[src/rtl/fft_out_serializer_if.sv]
// Load and stream handshake bundle for the FFT output serializer.
interface fft_out_serializer_if #(parameter int bits = 16);
  logic [31:0][2*bits-1:0] in_data;
  logic                    load_valid;
  logic                    load_ready;
  logic [2*bits-1:0]       out_data;
  logic [4:0]              out_index;
  logic                    out_valid;
  logic                    out_last;
  logic                    out_ready;
  logic                    busy;

  modport master (
    output in_data, load_valid, out_ready,
    input  load_ready, out_data, out_index, out_valid, out_last, busy
  );

  modport slave (
    input  in_data, load_valid, out_ready,
    output load_ready, out_data, out_index, out_valid, out_last, busy
  );
endinterface

[src/rtl/fft_out_serializer.sv]
// Captures a 32-sample FFT frame in one cycle and streams it out one bin per
// beat, optionally undoing the bit-reversed order of the butterfly bank.
module fft_out_serializer #(
  parameter int bits    = 16,
  parameter bit BIT_REV = 1'b1
) (
  input logic              clk,
  input logic              reset,
  fft_out_serializer_if.slave io
);
  localparam int W = 2*bits;

  typedef enum logic {IDLE, STREAM} state_t;

  state_t              state;
  logic [4:0]          cnt;
  logic [31:0][W-1:0]  frame_buf;
  logic [W-1:0]        data_q;
  logic                load_ready_q, out_valid_q, out_last_q;

  // Read address for bin c: buffer holds bit-reversed order when BIT_REV is set.
  function automatic logic [4:0] sel(input logic [4:0] c);
    return BIT_REV ? {c[0], c[1], c[2], c[3], c[4]} : c;
  endfunction

  always_ff @(posedge clk or negedge reset) begin
    if (!reset) begin
      state        <= IDLE;
      cnt          <= '0;
      frame_buf    <= '0;
      data_q       <= '0;
      load_ready_q <= 1'b1;
      out_valid_q  <= 1'b0;
      out_last_q   <= 1'b0;
    end else begin
      case (state)
        IDLE: if (io.load_valid) begin
          frame_buf    <= io.in_data;
          cnt          <= '0;
          data_q       <= io.in_data[0];  // bin 0 maps to entry 0 in either order
          out_last_q   <= 1'b0;
          load_ready_q <= 1'b0;
          out_valid_q  <= 1'b1;
          state        <= STREAM;
        end
        STREAM: if (io.out_ready) begin
          if (cnt == 5'd31) begin
            cnt          <= '0;
            out_last_q   <= 1'b0;
            load_ready_q <= 1'b1;
            out_valid_q  <= 1'b0;
            state        <= IDLE;
          end else begin
            cnt        <= cnt + 5'd1;
            data_q     <= frame_buf[sel(cnt + 5'd1)];
            out_last_q <= (cnt == 5'd30);
          end
        end
        default: state <= IDLE;
      endcase
    end
  end

  assign io.load_ready = load_ready_q;
  assign io.out_valid  = out_valid_q;
  assign io.busy       = out_valid_q;
  assign io.out_last   = out_last_q;
  assign io.out_index  = cnt;
  assign io.out_data   = data_q;
endmodule

[src/flat_wrapper.sv]
// flat-port wrapper written by rule: the top's interface ports become plain ports
module fft_out_serializer_flat 
#(
  parameter int bits    = 16,
  parameter bit BIT_REV = 1'b1
)
  (clk, reset, io_in_data, io_load_valid, io_out_ready, io_load_ready, io_out_data, io_out_index, io_out_valid, io_out_last, io_busy);
  fft_out_serializer_if #(.bits(bits)) io_i ();
  input logic clk;
  input logic reset;
  input wire logic [$bits(io_i.in_data)-1:0] io_in_data;
  input wire logic [$bits(io_i.load_valid)-1:0] io_load_valid;
  input wire logic [$bits(io_i.out_ready)-1:0] io_out_ready;
  output wire logic [$bits(io_i.load_ready)-1:0] io_load_ready;
  output wire logic [$bits(io_i.out_data)-1:0] io_out_data;
  output wire logic [$bits(io_i.out_index)-1:0] io_out_index;
  output wire logic [$bits(io_i.out_valid)-1:0] io_out_valid;
  output wire logic [$bits(io_i.out_last)-1:0] io_out_last;
  output wire logic [$bits(io_i.busy)-1:0] io_busy;
  assign io_i.in_data = io_in_data;
  assign io_i.load_valid = io_load_valid;
  assign io_i.out_ready = io_out_ready;
  assign io_load_ready = io_i.load_ready;
  assign io_out_data = io_i.out_data;
  assign io_out_index = io_i.out_index;
  assign io_out_valid = io_i.out_valid;
  assign io_out_last = io_i.out_last;
  assign io_busy = io_i.busy;
  fft_out_serializer #(.bits(bits), .BIT_REV(BIT_REV)) u_core (.clk(clk), .reset(reset), .io(io_i));
endmodule
[config.mk]
export PLATFORM = sky130hd
export DESIGN_NAME = fft_out_serializer_flat
export DESIGN_NICKNAME = d
export VERILOG_FILES = /design/src/rtl/fft_out_serializer_if.sv /design/src/rtl/fft_out_serializer.sv /design/src/flat_wrapper.sv
export SDC_FILE = /design/constraint.sdc
export NUM_CORES = 2
export LEC_CHECK = 0
export CORE_AREA = 2 2 410 412
export CTS_CLUSTER_SIZE = 40
export DETAILED_ROUTE_END_ITERATION = 7
export DIE_AREA = 0 0 412 414
export SLEW_MARGIN = 40
export SYNTH_ARGS = -nofsm -noshare
export SYNTH_HDL_FRONTEND = slang
export SYNTH_SLANG_ARGS = --single-unit
[constraint.sdc]
create_clock -name clk -period 4.15 [get_ports clk]
set_clock_uncertainty 0.2 [all_clocks]
set_input_delay 1.0375 -clock clk [delete_from_list [all_inputs] [get_ports clk]]
set_output_delay 1.0375 -clock clk [all_outputs]
set_load 0.01 [all_outputs]
==> flow_metrics.env <==
export IMPL_vias=35900
export IMPL_drive_gt1_frac=0.334
export IMPL_grt_pass1_vias=37400
export IMPL_clock_root_buffer="clkbuf_16"
export IMPL_synth_edf_count=0
export IMPL_post_cts_buffers=0
export IMPL_place_area_um2=63700
export IMPL_syn_area_um2=49600
export IMPL_setup_violations=0
export IMPL_p_int_mw=23.5
export IMPL_ys_types=62
export IMPL_cts_sinks=1065
export IMPL_track_usage=0.260
export IMPL_start_util=0.298
export IMPL_die_w_um=412
export IMPL_rsz0062_at_grt="no"
export IMPL_synth_common_cells="dfrtp_1 (1,064), mux2_2 (1,046), nand2_1 (299)"
export IMPL_period_needed_ns=3.97
export IMPL_drc=0
export IMPL_grt_pass1_wl_mm=307
export IMPL_p_comb_frac=0.353
export IMPL_synth_xor_area_share=0.00156
export IMPL_total_leakage_power_nw=27.4
export IMPL_synth_compound_area_frac=0.0504
export IMPL_power_frac_seq=0.346
export IMPL_grt_remaining_overflow=0
export IMPL_pre_cts_ws_ns=0.0414
export IMPL_wire_per_inst_um=31.9
export IMPL_cts_max_path_buffers=3
export IMPL_cts_buffers=121
export IMPL_tightestPinTransition_ns=1.00
export IMPL_crit_slowest_cell="a211oi_1"
export IMPL_final_area_um2=67900
export IMPL_yosysMostFrequentCell="dfrtp_1"
export IMPL_h_tree_depth=3
export IMPL_hold_viol=0
export IMPL_synth_area_per_cell_um2=13.7
export IMPL_tritoncts="yes"
export IMPL_synth_simple_area_share=0.0634
export IMPL_max_cap_violations=0
export IMPL_yosys_area_top_type_share=0.537
export IMPL_status="complete, no violations"
export IMPL_grt_max_degree=141
export IMPL_vias_per_cell=5.09
export IMPL_clock_latency_ns=0.78
export IMPL_crit_top_cell="buf_12"
export IMPL_yosysWarningCount=0
export IMPL_ys_flop_type="dfrtp_1"
export IMPL_syn_nets=4663
export IMPL_synth_seq_cells=1065
export IMPL_powerDensity_nw_per_um2=540
export IMPL_firstDrtPassIters=5
export IMPL_power_switching_mw=13.2
export IMPL_critPathBufInv=2
export IMPL_yosys_area_share_adder=0.000756
export IMPL_post_synth_top_area_cell="dfrtp_1"
export IMPL_first_iter_violations=2617
export IMPL_swShare=0.359
export IMPL_io_pins=1069
export IMPL_worst_hold_path_type="reg2reg"
export IMPL_dp_hpwl_mm=181
export IMPL_p_clk_frac=0.300
export IMPL_critical_path_top_delay_family="compound AO/OA/AOI/OAI gates"
export IMPL_drv_slew=0
export IMPL_yosys_top_cells_area="dfrtp_1 (54%), mux2_2 (24%), mux4_2 (6.8%), nand2_1 (2.3%), buf_2 (1.7%)"
export IMPL_antenna_left=0
export IMPL_layout_nets=5744
export IMPL_worstPathCellList="ha_1, and3_1, ha_4, buf_12, buf_12, mux4_2, a211oi_1, nand4_1, o221a_2"
export IMPL_clk_pin_slew_ns=0.07
export IMPL_end_kind="flip-flop"
export IMPL_seq_area_frac_synth=0.537
export IMPL_die_h_um=414
export IMPL_antenna_found_initial=113
export IMPL_worstSetupPathType="reg2reg"
export IMPL_relSlewSlack=0.314
export IMPL_fin_crit_sh=0.958
export IMPL_required_ns=4.63
export IMPL_finalSetupTns_ns=0
export IMPL_io_buffer_count=1068
export IMPL_worst_endpoint_arrival_ns=4.45
export IMPL_rows=150
export IMPL_peakVddDrop_v=0.000381
export IMPL_coreArea_um2=166000
export IMPL_critical_path_max_fanout=24
export IMPL_fmax_ghz=0.252
export IMPL_post_route_worst_setup_slack_ns=0.175
export IMPL_syn_to_final_growth_pct=36.8
export IMPL_routed_wl_mm=226
export IMPL_crit_path_max_incr_delay_ns=0.63
export IMPL_power_mw=36.7
export IMPL_die_area_um2=171000
export IMPL_gp_congestion=0.890
export IMPL_synthMuxAreaShare=0.318
export IMPL_synth_top_family_by_area="multiplexers"
export IMPL_netlist_instances=3632
export IMPL_startpoint_type="flip-flop"
export IMPL_async_flop_share=1.00
per-stage QoR:
stage           util  std cells  hold slack, ns
3_3_place_gp   0.383       6790           0.283
6_report       0.408       7069           0.302
4_1_cts        0.407       7019           0.304
3_5_place_dp   0.383       6793           0.291
2_1_floorplan      -       3632           0.275
5_1_grt        0.408       7048           0.309
state kept, by name, indices dropped and copies added (netlist names):
register              flops
u_core.io.busy            1
u_core.io.out_index       5
u_core.state              1
u_core.io.out_data       32
u_core.frame_buf       1024
u_core.io.load_ready      1
u_core.io.out_last        1
metal layers:
layer	up-vias	wire (um)	track usage
li1	15600	-	-
met1	18600	89300	0.311
met2	1183	110000	0.438
met3	401	15100	0.0687
met4	90	10300	0.112
met5	-	564	0
logic make-up after synthesis:
logic type / after synthesis
AO/OA/AOI/OAI: 384
XOR/XNOR: 5
adder cells (fa/ha/maj): 3
buffers and inverters: 279
flip-flops: 1065
multiplexers: 1258
AND/OR/NAND/NOR: 638
worst register-to-register path, stage by stage, from the launching register on:
cell and delay [ns]:
dfrtp_2 0.45, ha_1 0.22, and3_1 0.22, ha_4 0.56, buf_12 0.30, buf_12 0.25, mux4_2 0.60, a211oi_1 0.63
nand4_1 0.17, o221a_2 0.27
cell usage in the layout (no fill, tap or decap), types with 38 or more instances in the layout:
cell and n:
clkdlybuf4s50_1 1067, dfrtp_1 1061, mux2_2 1046, nand2_1 299, mux4_2 149, a21oi_1 139, clkbuf_16 121, nand2b_1 114
buf_4 111, nor3_1 64, mux2i_1 57, buf_12 52, diode_2 50, o22ai_1 47, o21ai_0 40, nand3_1 38
final timing paths:
| path | from | to | slack (ns) | cells past startpoint |
|---|---|---|---|---|
| max | u_core.io.out_index[0] | u_core.io.out_data[20] | 0.18 | 9 |
| min | u_core.frame_buf[679] | u_core.frame_buf[679] | 0.30 | 1 |
| max reg2reg | u_core.io.out_index[0] | u_core.io.out_data[20] | 0.18 | 9 |
| min reg2reg | u_core.frame_buf[679] | u_core.frame_buf[679] | 0.30 | 1 |
| max in group asynchronous | reset | u_core.frame_buf[755] | 2.01 | 4 |
| min in group asynchronous | reset | u_core.frame_buf[872] | 0.62 | 2 |
power groups by stage:
| stage | registers (mW) | logic, mW | clock network (mW) |
|---|---|---|---|
| floorplan | 12.5 | 6.55 | 0 |
| global placement | 12.8 | 13.1 | 0 |
| detailed placement | 12.9 | 13.2 | 0 |
| CTS | 12.7 | 13.2 | 11.3 |
| global route | 12.9 | 13.6 | 11.7 |
| finish | 12.7 | 13.0 | 11.0 |
area by class of cell:
type	instances	area (um^2)
Multi-Input combinational cell	2288	21700
Tap cell	2204	2760
Inverter	2	7.51
Antenna cell	50	125
Clock buffer	170	3450
Timing Repair Buffer	1235	12600
Sequential cell	1065	26700
Clock inverter	55	581
Fill cell	15700	98400
what timing repair did:
item | in CTS | in global routing
hold buffers | 1 | 0
endpoints found under the hold margin | 37 | 0
gates resized for setup | 0 | 1
endpoints found under the setup margin | 0 | 1
No activity file was read; power rests on OpenSTA's default activity.
